**src/rtl/srl_fifo_rd_ctrl.sv**
```systemverilog
// -----------------------------------------------------------------------------
// srl_fifo_rd_ctrl
//
// Shift-register FIFO carrying data/start tokens between dataflow processes.
// Owns the SRL storage, the occupancy counter that forms the SRL read
// address, and both handshake ends.
//
// Optional feature macro: SRL_FIFO_OUT_REG_EN
//   defined   : registered output stage after the SRL (capacity DEPTH+1,
//               push-to-visible latency 2 cycles, if_dout from a register)
//   undefined : combinational SRL read path (capacity DEPTH, latency 1)
//
// Handshake (both ends): a push happens on a rising edge where
// if_write & if_write_ce & if_full_n; a pop happens where
// if_read & if_read_ce & if_empty_n. Requests while the flag is low are
// ignored and change nothing.
//
// Ports:
//   clk               in   clock, all state on rising edge
//   reset             in   synchronous active-high reset
//   if_write_ce       in   producer clock enable
//   if_write          in   producer push request
//   if_din            in   push data [DATA_WIDTH]
//   if_full_n         out  space available (registered)
//   if_read_ce        in   consumer clock enable
//   if_read           in   consumer pop request
//   if_dout           out  head-of-FIFO data [DATA_WIDTH]
//   if_empty_n        out  head data valid (registered)
//   if_num_data_valid out  current occupancy [ADDR_WIDTH+1]
//   if_fifo_cap       out  constant capacity [ADDR_WIDTH+1]
// -----------------------------------------------------------------------------
module srl_fifo_rd_ctrl #(
  parameter int DATA_WIDTH = 1,
  parameter int ADDR_WIDTH = 1,
  parameter int DEPTH      = 2
) (
  input  logic                  clk,
  input  logic                  reset,
  input  logic                  if_write_ce,
  input  logic                  if_write,
  input  logic [DATA_WIDTH-1:0] if_din,
  output logic                  if_full_n,
  input  logic                  if_read_ce,
  input  logic                  if_read,
  output logic [DATA_WIDTH-1:0] if_dout,
  output logic                  if_empty_n,
  output logic [ADDR_WIDTH:0]   if_num_data_valid,
  output logic [ADDR_WIDTH:0]   if_fifo_cap
);

  localparam logic [ADDR_WIDTH:0] CNT_ONE   = (ADDR_WIDTH+1)'(1);
  localparam logic [ADDR_WIDTH:0] CNT_DEPTH = (ADDR_WIDTH+1)'(DEPTH);

  logic [DATA_WIDTH-1:0] mem [0:DEPTH-1];
  logic [ADDR_WIDTH:0]   used_q;
  logic [ADDR_WIDTH:0]   used_next;
  logic                  full_n_q;
  logic [ADDR_WIDTH-1:0] addr;
  logic                  push;
  logic                  pop;
  // srl_pop: an entry leaves the SRL this cycle (to the consumer directly, or
  // into the output register when that stage is built).
  logic                  srl_pop;

  assign push      = if_write & if_write_ce & full_n_q;
  assign if_full_n = full_n_q;

  // Oldest entry sits at used-1; park the address at 0 when empty.
  assign addr = (used_q == '0) ? '0 : ADDR_WIDTH'(used_q - CNT_ONE);

  // SRL storage: new data always enters slot 0, older entries move up.
  // Contents are intentionally not reset.
  always_ff @(posedge clk) begin
    if (push) begin
      for (int i = DEPTH-1; i > 0; i--) mem[i] <= mem[i-1];
      mem[0] <= if_din;
    end
  end

  always_comb begin
    used_next = used_q;
    if (push && !srl_pop)
      used_next = used_q + CNT_ONE;
    else if (!push && srl_pop)
      used_next = used_q - CNT_ONE;
  end

  always_ff @(posedge clk) begin
    if (reset) begin
      used_q   <= '0;
      full_n_q <= 1'b1;
    end else begin
      used_q   <= used_next;
      full_n_q <= (used_next != CNT_DEPTH);
    end
  end

`ifdef SRL_FIFO_OUT_REG_EN
  logic                  ovalid_q;
  logic [DATA_WIDTH-1:0] dout_q;

  assign pop = if_read & if_read_ce & ovalid_q;
  // Refill the output register whenever it is empty or being drained and
  // the SRL has something to give.
  assign srl_pop = (!ovalid_q || pop) && (used_q != '0);

  always_ff @(posedge clk) begin
    if (reset) begin
      ovalid_q <= 1'b0;
      dout_q   <= '0;
    end else begin
      if (srl_pop) begin
        ovalid_q <= 1'b1;
        dout_q   <= mem[addr];
      end else if (pop) begin
        ovalid_q <= 1'b0;
      end
    end
  end

  assign if_dout           = dout_q;
  assign if_empty_n        = ovalid_q;
  assign if_num_data_valid = used_q + {{ADDR_WIDTH{1'b0}}, ovalid_q};
  assign if_fifo_cap       = (ADDR_WIDTH+1)'(DEPTH + 1);
`else
  logic empty_n_q;

  assign pop     = if_read & if_read_ce & empty_n_q;
  assign srl_pop = pop;

  always_ff @(posedge clk) begin
    if (reset) empty_n_q <= 1'b0;
    else       empty_n_q <= (used_next != '0);
  end

  assign if_dout           = mem[addr];
  assign if_empty_n        = empty_n_q;
  assign if_num_data_valid = used_q;
  assign if_fifo_cap       = CNT_DEPTH;
`endif

endmodule

```
**config.mk**
```make
export PLATFORM = sky130hd
export DESIGN_NAME = srl_fifo_rd_ctrl
export DESIGN_NICKNAME = d
export VERILOG_FILES = /design/src/rtl/srl_fifo_rd_ctrl.sv
export SDC_FILE = /design/constraint.sdc
export NUM_CORES = 1
export LEC_CHECK = 0
export BUFFER_PORTS_ARGS = -buffer_cell sky130_fd_sc_hd__clkbuf_2
export CORE_AREA = 5 5 42 44
export CTS_CLUSTER_DIAMETER = 120
export DETAILED_ROUTE_END_ITERATION = 10
export DIE_AREA = 0 0 47 49
export PLACE_DENSITY = 0.5
export SETUP_SLACK_MARGIN = 0.05
export SLEW_MARGIN = 20
export SYNTH_ARGS = -nofsm -noshare
export SYNTH_HDL_FRONTEND = slang
export SYNTH_SLANG_ARGS = --single-unit
```
**constraint.sdc**
```tcl
create_clock -name clk -period 1.9 [get_ports clk]
set_input_delay 0.38 -clock clk [delete_from_list [all_inputs] [get_ports clk]]
set_output_delay 0.38 -clock clk [all_outputs]
set_load 0.05 [all_outputs]
```
# Word-level counts from Yosys, hierarchy flattened
# Memory sizes are Yosys's and may differ from the RTL's.
# Index checks and enable logic that the tools add are counted.
# totals
ff_bits	4
latchBits	0
ramBits	2
mem_bits_ro	0
input_bits	7
output_inout_bits	7
word_cells	22
memories	1
# classes
add_sub_neg	2
n_mul	0
n_div	0
order_cmp	0
eq_ne	1
shifts	0
muxes	5
bitwise_logic	4
reduce_logical	6
# memory_table
memory	depth	width	read_ports	rd_clocked_by_memory_dff	write_ports	line_no	rtl
mem	2	1	2	0	2	54	logic [DATA_WIDTH-1:0] mem [0:DEPTH-1];
# op_table
operator	count
$and 1x1->1	4
$mux 2	2
$mux 1	3
$add 2x1->2 const B	1
$logic_and 1x1->1	2
$logic_not 1->1	2
$logic_not 2->1	1
$ne 2x2->1 const B	1
$reduce_bool 2->1	1
$sub 2x1->2 const B	1

# Longest topological paths before layout
# Gate-level depths: netlist (run 1).
# logic_depth
word_depth	7
ltp_mapped	5

# Least setup slack after synthesis (run 1)
# Ideal clock, no wire load.
# synth_timing
kind	register -> register
startpoint	reg used_q[0], in the netlist if_num_data_valid[0]
endpoint	reg full_n_q, in the netlist if_full_n
arrival_time_ns	1.764
required_time_ns	1.780
slack_ns	0.017
stages_incl_launch_ff	5
path_buffers	0
cell_sequence	dfxtp_1 > inv_1 > ha_1 > mux2_2 > a211o_1
# synth_between
elab_chain_cells	4
# synth_lines
item	line_no	rtl
from (decl)	55	logic [ADDR_WIDTH:0] used_q;
from (signal assigned)	93	used_q <= used_next;
$sub 2x1->2	85	used_next = used_q - CNT_ONE;
$mux 2	84	else if (!push && srl_pop)
$mux 2 (*)	82	if (push && !srl_pop)
$ne 2x2->1 (*)	94	full_n_q <= (used_next != CNT_DEPTH);
to (signal assigned)	94	
to (decl)	57	logic full_n_q;
# Mark *: on every way between the ends. The rest lies on a longest branch, timed or not.
# A chain may end at the register's enable or synchronous reset.

# Final worst setup path (run 1)
# layout_timing
startpoint	reg used_q[1], in the netlist if_num_data_valid[1]
endpoint	out if_dout
# layout_between
elab_chain_cells	3
# layout_lines
item	line_no	rtl
$logic_not 2->1	69	assign addr = (used_q == '0) ? '0 : ADDR_WIDTH'(used_q - CNT_ONE);
$mux 1	69	
$mem_v2 2x1	--	
to (decl)	45	output logic [DATA_WIDTH-1:0] if_dout,
# No other way between the ends.

==> results of run 1 <==
## path summary, 6_finish.rpt
path                                             end
worst min register to register      mem[1]$_DFFE_PP_
worst max-delay path                         if_dout
worst min-delay path                mem[0]$_DFFE_PP_
worst max register to register  if_full_n$_SDFF_PP1_
## through the flow
stage	cell area (um^2)	utilization
floorplan	323	-
global placement	383	0.273
detailed placement	383	0.273
CTS	409	0.292
global route	409	0.292
finish	409	0.292
## cell type report
type	count	area share
inverter	2	0.0183
tap	16	0.0489
multi-input combinational	21	0.388
clock buffer	4	0.0642
sequential	6	0.346
timing repair buffer	11	0.135
## layout by cell type, fill, tap and decap left out
master                     instances
sky130_fd_sc_hd__clkbuf_2         10
sky130_fd_sc_hd__clkbuf_4          3
sky130_fd_sc_hd__dfxtp_1           3
sky130_fd_sc_hd__inv_1             2
sky130_fd_sc_hd__mux2_2            2
sky130_fd_sc_hd__nand2_1           2
sky130_fd_sc_hd__xnor2_1           2
sky130_fd_sc_hd__a211oi_1          2
sky130_fd_sc_hd__nor2_1            2
sky130_fd_sc_hd__conb_1            2
sky130_fd_sc_hd__edfxtp_1          2
sky130_fd_sc_hd__nand3_2           1
sky130_fd_sc_hd__and3_1            1
sky130_fd_sc_hd__nand2b_4          1
sky130_fd_sc_hd__a31oi_1           1
sky130_fd_sc_hd__a211o_1           1
sky130_fd_sc_hd__mux2i_1           1
sky130_fd_sc_hd__nor3_1            1
sky130_fd_sc_hd__a311oi_1          1
sky130_fd_sc_hd__ha_1              1
sky130_fd_sc_hd__clkbuf_1          1
sky130_fd_sc_hd__dfxtp_2           1
sky130_fd_sc_hd__buf_2             1
## routing by layer
layer | global-route usage | vias up | share of wire
met5 | 0 | - | 0
met4 | 0.0415 | 0 | 0
met3 | 0.0554 | 0 | 0.11
met2 | 0.0905 | 13 | 0.48
met1 | 0.0665 | 112 | 0.41
li1 | - | 132 | -
## cells by family after synthesis
| group | Yosys count |
|---|---|
| fa+ha+maj | 1 |
| buf+inv | 4 |
| simple gates | 8 |
| flops | 6 |
| other cells | 2 |
| compound gates | 5 |
| xor+xnor | 2 |
| mux | 3 |
## power by group through the flow
| stage | clock network [uW] | registers (uW) | logic [uW] |
|---|---|---|---|
| 3_5_place_dp | 0 | 206 | 319 |
| 3_3_place_gp | 0 | 206 | 318 |
| 6_report | 128 | 204 | 319 |
| 5_1_grt | 145 | 209 | 341 |
| 4_1_cts | 135 | 204 | 321 |
| 2_1_floorplan | 0 | 300 | 164 |
## flip-flops by register name, indices dropped and copies added (netlist names)
register	flops
if_full_n	1
if_num_data_valid	2
if_empty_n	1
mem	2
## repair_timing
item | CTS | global route
gates resized for setup | 0 | 1
setup endpoints to repair | 0 | 1
buffers inserted | 0 | 0
hold endpoints to repair | 0 | 0
==> parameters.txt, run 1 <==
Parameter                              Value

Run status
  Result of the run ... finished, final reports clean

Cells and area
  Number of inserted filler cells in the final layout ... 159
  Layout area overhead ... 27.2%
  Fraction of layout instances using a drive strength above 1 ... 0.432
  Final Instance Count excl. Fillers ... 60
  Register area ... 141 um^2
  Area used by multi-input combinational logic ... 159 um^2
  Number of antenna diodes ... 0
  Number of nets in the finished design ... 53

Yosys
  Mapped Area ... 322 um^2
  Post-Synthesis Net Count ... 39
  Simple-gate share of the synthesized area ... 0.156
  Cell with the most instances after synthesis ... sky130_fd_sc_hd__dfxtp_1
  Synthesized area per cell ... 10.4 um^2
  Yosys top cell area share ... 0.249
  Complex-gate fraction of the synthesized area ... 0.121
  Post-synthesis share of cell area spent on full adders, half adders and majority gates ... 0.0389
  Sequential-to-total area share from yosys stat ... 0.436
  Main flop type after synthesis ... sky130_fd_sc_hd__dfxtp_1
  Flip-flop and latch count after synthesis ... 6
  Multiplexer share of the synthesized area ... 0.101
  Cell types occupying the most area after synthesis ... sky130_fd_sc_hd__dfxtp_1 25%, sky130_fd_sc_hd__edfxtp_1 19%, sky130_fd_sc_hd__mux2_2 7.0%, sky130_fd_sc_hd__xnor2_1 5.4%, sky130_fd_sc_hd__a211oi_1 4.7%
  Share of flip-flops with an asynchronous set or reset ... 0
  Xor-xnor portion of the synthesized cell area ... 0.0545
  Cell count after synthesis ... 31
  EDFF count, synth ... 2
  Main combinational cell family by area after synthesis ... simple AND/OR/NAND/NOR gates
  Syn. warnings ... 0
  Area leader, netlist ... sky130_fd_sc_hd__dfxtp_1
  Synth cell types ... 19

Power and ir drop
  Switching power share of the total ... 0.458
  Psw ... 298 uW
  Power per cell area ... 1590 nW/um^2
  LEAKAGE ... 0.000182 uW
  Largest voltage drop on the vdd net ... 0.000449 V
  Part of the total power dissipated in combinational logic ... 0.491
  Clock share of power ... 0.196
  Total power after layout ... 651 uW
  Internal power ... 353 uW
  Sequential cell fraction of total power ... 0.313

CTS
  Worst-Skew Late Latency ... 250 ps
  Total CTS buffers ... 3
  Clk Tree Root Cell ... sky130_fd_sc_hd__clkbuf_4
  CTS hold repair buffers ... 0
  Clock tree from TritonCTS ... built
  Clock tree buffer depth ... 2
  Number of H-tree levels ... 1
  Clock transition at the registers of the reported paths ... 50 ps
  # clock sinks ... 6

Worst setup path
  Setup crit end kind ... output port
  Internal reg-to-reg setup slack ... 360 ps
  Cells along the critical path ... ha_1 -> mux2_2 -> buf_2
  Gate family responsible for the most delay along the worst path ... flip-flops
  Startpoint type of the worst setup path ... flip-flop
  Highest fanout seen on the critical path ... 6
  Length in cells of the worst reg-to-reg path ... 4
  Start point of the critical path ... if_num_data_valid[1]$_SDFF_PP0_
  Crit Reg-Reg Startpoint ... if_num_data_valid[0]$_SDFF_PP0_
  Worst setup path class ... reg2out
  Data arrival time at the worst-slack endpoint ... 1410 ps
  Number of buffers and inverters on the critical path ... 1
  CP max-delay cell ... sky130_fd_sc_hd__dfxtp_1
  Max stage delay on crit path ... 420 ps
  Required time at the worst-slack endpoint ... 1520 ps
  Path length in cells of the critical path ... 3

Global routing
  Number of antenna violations at the first check in global routing ... 0
  GRT Util Overall ... 0.0664
  Largest net degree at the start of global routing ... 8
  Number of global-route vias before repair ... 248
  Wire length of the first global-routing pass ... 1040 um
  Overflow left after global routing ... 0

Timing
  Maximum clock rate ... 0.558 GHz
  Unrepaired setup endpoints after global routing ... no
  Total setup violations reported at the end of the flow ... 0
  Minimum setup slack in the final design ... 109 ps
  Count of endpoints failing hold in the final timing report ... 0
  Final-layout setup total negative slack ... 0 ps
  Hold slack final ... 311 ps
  Worst clock skew ... 7.45 ps
  Clock period minus worst slack ... 1790 ps
  Slew Limit Fails ... 0
  Tcrit/Tclk final ... 0.942

Drt
  Count of nets left with antenna violations after detail routing ... 0
  Pre-Repair DR Iteration Count ... 4
  Total number of vias ... 257
  DR vias/cell ... 4.28
  Detailed-route DRC error count ... 0
  Final WL ... 625 um
  DRC marker count from the first detailed-route iteration ... 2
  WL per Instance ... 10.4 um

Floorplan
  Count of standard-cell rows ... 14
  Die extent in x ... 47 um
  Full die area ... 2300 um^2
  Starting Density ... 0.229
  Number of top-level pins ... 14
  Core ar. ... 1400 um^2
  Die span in y ... 49 um

Placed design
  Port Buffers ... 11
  Final weighted congestion of routability-driven global placement ... 0.703
  Cells after DPL ... 56
  Post-detail-place hpwl ... 488 um
  Dpl ws ... 352 ps

Worst hold path
  Instance count along the most critical hold path ... 1
  Class of the tightest hold or removal check ... in2reg
  Worst hold path startpoint ... if_din

Job
  Max cap viols ... 0
Power figures use the tool's default switching activity.
==> inputs of run 2 (changes only) <==
GPL_TIMING_DRIVEN = 0   (was unset)
==> parameters.txt, run 2 (synthesis gave the netlist of run 1 again) <==
Parameter                              Value

Drt
  Total number of vias ... 256 (-0.39%)
  DR vias/cell ... 4.20 (-2.0%)
  Detailed-route DRC error count ... 0 (unchanged)
  DRC marker count from the first detailed-route iteration ... 1 (-1)
  Final WL ... 616 um (-1.4%)
  Pre-Repair DR Iteration Count ... 4 (unchanged)
  Count of nets left with antenna violations after detail routing ... 0 (unchanged)
  WL per Instance ... 10.1 um (-3.1%)

CTS
  Clock transition at the registers of the reported paths ... 50 ps (about the same)
  Number of H-tree levels ... 1 (unchanged)
  CTS hold repair buffers ... 0 (unchanged)
  Clk Tree Root Cell ... sky130_fd_sc_hd__clkbuf_4
  Clock tree buffer depth ... 2 (unchanged)
  Worst-Skew Late Latency ... 250 ps (about the same)
  Total CTS buffers ... 3 (unchanged)
  # clock sinks ... 6 (unchanged)
  Clock tree from TritonCTS ... built
  Post-CTS repair timing setup buffer count ... 0 (unchanged)

Timing
  Total setup violations reported at the end of the flow ... 0 (unchanged)
  Worst clock skew ... 3.04 ps (-4.41 ps)
  Unrepaired setup endpoints after global routing ... no
  Count of endpoints failing hold in the final timing report ... 0 (unchanged)
  Slew Limit Fails ... 0 (unchanged)
  Final-layout setup total negative slack ... 0 ps (unchanged)
  Tcrit/Tclk final ... 0.935 (-0.00701)
  Maximum clock rate ... 0.563 GHz (+0.75%)
  Clock period minus worst slack ... 1780 ps (-13.3 ps)

Power and ir drop
  Internal power ... 348 uW (-1.5%)
  Largest voltage drop on the vdd net ... 0.000474 V (+5.7%)
  LEAKAGE ... 0.000190 uW (+4.6%)
  Switching power share of the total ... 0.461 (+0.00345)
  Part of the total power dissipated in combinational logic ... 0.496 (+0.005)
  Psw ... 298 uW (-0.11%)
  Clock share of power ... 0.190 (-0.006)
  Power per cell area ... 1540 nW/um^2 (-3.5%)
  Total power after layout ... 646 uW (-0.86%)
  Sequential cell fraction of total power ... 0.315 (+0.002)

Floorplan
  Full die area ... 2300 um^2 (unchanged)
  Number of top-level pins ... 14 (unchanged)
  Starting Density ... 0.229 (unchanged)
  Core ar. ... 1400 um^2 (unchanged)
  Count of standard-cell rows ... 14 (unchanged)
  Die extent in x ... 47 um (unchanged)
  Die span in y ... 49 um (unchanged)

Cells and area
  Layout area overhead ... 30.7%
  Most frequent cells in the layout ... 10 x sky130_fd_sc_hd__clkbuf_2, 3 x sky130_fd_sc_hd__clkbuf_4, 3 x sky130_fd_sc_hd__dfxtp_1
  Number of antenna diodes ... 0 (unchanged)
  Most frequent standard cell in the layout excluding fill and tap cells ... sky130_fd_sc_hd__clkbuf_2
  Fraction of layout instances using a drive strength above 1 ... 0.467 (+0.0348)
  Area used by multi-input combinational logic ... 159 um^2 (unchanged)
  Register area ... 141 um^2 (unchanged)
  Number of inserted filler cells in the final layout ... 161 (+1.3%)
  Number of nets in the finished design ... 55 (+3.8%)

Placed design
  Final weighted congestion of routability-driven global placement ... 0.779 (+11%)
  Port Buffers ... 11 (unchanged)

Worst hold path
  Worst hold path startpoint ... if_din
  Class of the tightest hold or removal check ... in2reg
  Instance count along the most critical hold path ... 1 (unchanged)
  Endpoint, Worst Hold ... mem[0]$_DFFE_PP_

Global routing
  GRT Util Overall ... 0.0593 (-0.00706)
  Wire length of the first global-routing pass ... 959 um (-7.3%)
  Number of global-route vias before repair ... 255 (+2.8%)
  Largest net degree at the start of global routing ... 8 (unchanged)
  Global-route met1 utilization ... 0.0621 (-0.00443)
  GR Util met2 ... 0.0928 (+0.00226)
  Met3 global-route usage ... 0.0221 (-0.0332)
  Overflow left after global routing ... 0 (unchanged)
  Gr busiest metal ... met2
  Number of antenna violations at the first check in global routing ... 0 (unchanged)

Run status
  Result of the run ... finished, final reports clean

Worst setup path
  Worst setup path class ... reg2out
  Setup crit end kind ... output port
  Worst R2R End ... if_full_n$_SDFF_PP1_
  Start point of the critical path ... if_num_data_valid[1]$_SDFF_PP0_
  Data arrival time at the worst-slack endpoint ... 1400 ps (about the same)
  Highest fanout seen on the critical path ... 6 (unchanged)
  Startpoint type of the worst setup path ... flip-flop
  Internal reg-to-reg setup slack ... 360 ps (about the same)
  Crit Reg-Reg Startpoint ... if_num_data_valid[0]$_SDFF_PP0_
  Length in cells of the worst reg-to-reg path ... 4 (unchanged)
  Required time at the worst-slack endpoint ... 1520 ps (about the same)

Job
  Max cap viols ... 0 (unchanged)
## run 2: cell count changes in the layout (fill, tap and decap cells not counted), sizes merged
cell,previous run,this run
clkbuf,14,13
buf,1,3
## run 2: layout make-up
class / count / share of cell area
multi-input cells: 21 / 0.378
flip-flops and latches: 6 / 0.336
repair buffers: 11 / 0.131
clock buffers: 3 / 0.0536
well taps: 16 / 0.0476
plain buffers: 2 / 0.0357
inverters: 2 / 0.0179
## run 2: critical path: stages (launching register included)
cell and delay, ps:
sky130_fd_sc_hd__dfxtp_1 420, sky130_fd_sc_hd__ha_1 200, sky130_fd_sc_hd__mux2_2 320, sky130_fd_sc_hd__buf_2 210
## run 2: metrics by stage
stage / utilization / hold slack [ps] / setup WS [ps] / area, um^2 / instances
3_5_place_dp: 0.284 / 454 / 355 / 398 / 58
3_3_place_gp: 0.284 / 442 / 345 / 398 / 58
2_1_floorplan: - / 422 / 140 / 323 / 31
5_1_grt: 0.300 / 311 / 72.0 / 420 / 61
4_1_cts: 0.300 / 314 / 90.6 / 420 / 61
6_report: 0.300 / 309 / 123 / 420 / 61
## run 2: worst max path at each step
stage / endpoint / slack [ps] / cells after the start
after floorplan: if_dout / 140 / 2
after global placement: if_dout / 340 / 3
after detailed placement: if_dout / 360 / 3
after CTS: if_dout / 90 / 3
after global routing: if_dout / 70 / 3
final: if_dout / 120 / 3
## run 2: timing repair
item	4_1_cts	5_1_grt
hold endpoints to repair	0	0
setup endpoints to repair	0	1
resized for setup	0	1
## run 2: power groups by stage
stage | Sequential [uW] | Clock [uW] | Combinational [uW]
after floorplan | 300 | 0 | 164
after global placement | 206 | 0 | 322
after detailed placement | 206 | 0 | 321
after CTS | 203 | 124 | 323
after global routing | 209 | 135 | 341
final | 203 | 123 | 320
## run 2: routing by layer
layer | wire length, um | part of all wire
met1 | 281 | 0.46
met2 | 275 | 0.45
met3 | 41 | 0.067
met4 | 17 | 0.028
met5 | 0 | 0
==> inputs of run 3 (changes only) <==
PLACE_DENSITY = 0.52   (was 0.5)
clock period = 1.45 ns   (was 1.9 ns; I/O delays follow)
==> parameters.txt, run 3 (synthesis gave the netlist of run 1 again) <==
Parameter                              Value

Drt
  Count of nets left with antenna violations after detail routing ... 0 (unchanged)
  Total number of vias ... 282 (+10%)
  Pre-Repair DR Iteration Count ... 4 (unchanged)
  DR vias/cell ... 4.41 (+5.0%)
  WL per Instance ... 9.69 um (-4.1%)
  DRC marker count from the first detailed-route iteration ... 4 (+3)
  Final WL ... 620 um (+0.65%)
  Detailed-route DRC error count ... 0 (unchanged)

Cells and area
  Number of antenna diodes ... 0 (unchanged)
  Register area ... 155 um^2 (+9.7%)
  Number of inserted filler cells in the final layout ... 153 (-5.0%)
  Fraction of layout instances using a drive strength above 1 ... 0.604 (+0.137)
  Layout area overhead ... 51.8%
  Final Instance Count excl. Fillers ... 64 (+4.9%)
  Most frequent cells in the layout ... 10 x sky130_fd_sc_hd__clkbuf_2, 4 x sky130_fd_sc_hd__buf_4, 4 x sky130_fd_sc_hd__dfxtp_4
  Area used by multi-input combinational logic ... 184 um^2 (+16%)
  Number of nets in the finished design ... 57 (+3.6%)
  Most frequent standard cell in the layout excluding fill and tap cells ... sky130_fd_sc_hd__clkbuf_2
  Share of the core filled with cells ... 0.348 (+0.0482)

Floorplan
  Core ar. ... 1400 um^2 (unchanged)
  Die span in y ... 49 um (unchanged)
  Full die area ... 2300 um^2 (unchanged)
  Die extent in x ... 47 um (unchanged)
  Number of top-level pins ... 14 (unchanged)
  Starting Density ... 0.229 (unchanged)
  Count of standard-cell rows ... 14 (unchanged)

Worst setup path
  Crit Reg-Reg Startpoint ... if_num_data_valid[0]$_SDFF_PP0_
  Startpoint type of the worst setup path ... flip-flop
  Setup crit end kind ... output port
  Max stage delay on crit path ... 340 ps (-80 ps)
  Highest fanout seen on the critical path ... 2 (-4)
  Internal reg-to-reg setup slack ... 120 ps (-240 ps)
  Worst R2R End ... if_full_n$_SDFF_PP1_
  Required time at the worst-slack endpoint ... 1160 ps (-360 ps)
  Data arrival time at the worst-slack endpoint ... 1210 ps (-190 ps)
  Cells along the critical path ... inv_2 -> ha_4 -> mux2_4 -> buf_8
  Capturing instance or port of the critical path ... if_dout
  Gate family responsible for the most delay along the worst path ... flip-flops
  CP max-delay cell ... sky130_fd_sc_hd__dfxtp_4
  Length in cells of the worst reg-to-reg path ... 4 (unchanged)
  Path length in cells of the critical path ... 4 (+1)
  Number of buffers and inverters on the critical path ... 2 (+1)
  Worst setup path class ... reg2out
  Start point of the critical path ... if_num_data_valid[0]$_SDFF_PP0_

Timing
  Maximum clock rate ... 0.666 GHz
  Worst clock skew ... 5.12 ps (+2.08 ps)
  Minimum setup slack in the final design ... -50.5 ps (-173 ps)
  Count of endpoints failing hold in the final timing report ... 0 (unchanged)
  Unrepaired setup endpoints after global routing ... yes
  Final-layout setup total negative slack ... -50.5 ps (-50.5 ps)
  Slew Limit Fails ... 0 (unchanged)
  Tcrit/Tclk final ... 1.03
  Clock period minus worst slack ... 1500 ps
  Total setup violations reported at the end of the flow ... 1 (+1)

Worst hold path
  Class of the tightest hold or removal check ... in2reg

Placed design
  Dpl ws ... 55.9 ps (-300 ps)
  Final weighted congestion of routability-driven global placement ... 0.799 (+2.6%)
  Port Buffers ... 11 (unchanged)
  Post-detail-place hpwl ... 485 um
  Cells after DPL ... 58 (unchanged)

Global routing
  GRT Util Overall ... 0.0623 (+0.00300)
  Overflow left after global routing ... 0 (unchanged)
  Number of antenna violations at the first check in global routing ... 0 (unchanged)
  Largest net degree at the start of global routing ... 7 (-1)
  Number of global-route vias before repair ... 244 (-4.3%)
  Wire length of the first global-routing pass ... 1010 um (+5.0%)

CTS
  # clock sinks ... 6 (unchanged)
  Worst-Skew Late Latency ... 250 ps (about the same)
  Clk Tree Root Cell ... sky130_fd_sc_hd__clkbuf_4
  Number of H-tree levels ... 1 (unchanged)
  Clock transition at the registers of the reported paths ... 50 ps (about the same)
  Clock tree from TritonCTS ... built
  Clock tree buffer depth ... 2 (unchanged)
  CTS hold repair buffers ... 0 (unchanged)
  Total CTS buffers ... 3 (unchanged)

Run status
  Violated checks ... negative setup slack
  Result of the run ... finished, violations left

Power and ir drop
  Power per cell area ... 2010 nW/um^2 (+31%)
  Largest voltage drop on the vdd net ... 0.000833 V (+76%)
  Total power after layout ... 982 uW (+52%)
  LEAKAGE ... 0.000215 uW (+13%)

Job
  Max cap viols ... 0 (unchanged)
[run 3: changes by cell type in the layout (fill, tap and decap cells not counted), sizes merged]
cell	change
buf	+2
clkbuf	+1
[run 3: worst min path at each step]
stage,start,to,cells after the start
6_report,if_din,mem[0]$_DFFE_PP_,1
5_1_grt,if_din,mem[0]$_DFFE_PP_,1
4_1_cts,if_din,mem[0]$_DFFE_PP_,1
3_5_place_dp,mem[0]$_DFFE_PP_,mem[1]$_DFFE_PP_,0
3_3_place_gp,mem[0]$_DFFE_PP_,mem[1]$_DFFE_PP_,0
2_1_floorplan,reset,if_num_data_valid[1]$_SDFF_PP0_,1
[run 3: power by group]
part	internal, uW	switching, uW
sequential	239	30.5
clock	104	61.6
combinational	226	320
total	569	412
[run 3: routing by layer]
layer / track usage / wire length [um] / up-vias
met5: 0 / 0 / -
met4: 0.0276 / 0 / 0
met1: 0.0671 / 243 / 131
met3: 0.0443 / 69 / 0
met2: 0.0905 / 307 / 11
li1: - / - / 140
[run 3: final cells by class]
class                      count  area share
multi-input combinational     21       0.377
sequential                     6       0.318
timing repair buffer          13       0.164
clock buffer                   4      0.0538
tap                           16      0.0410
buffer                         2      0.0308
inverter                       2      0.0154
[run 3: metrics by stage]
stage	cell area, um^2	hold slack (ps)
detailed placement	428	448
CTS	482	220
global route	488	219
finish	488	221
floorplan	353	352
global placement	428	445
[run 3: repair_timing]
item / 4_1_cts / 5_1_grt
endpoints found under the setup margin: 1 / 2
buffers inserted: 2 / 0
gates resized for setup: 3 / 3
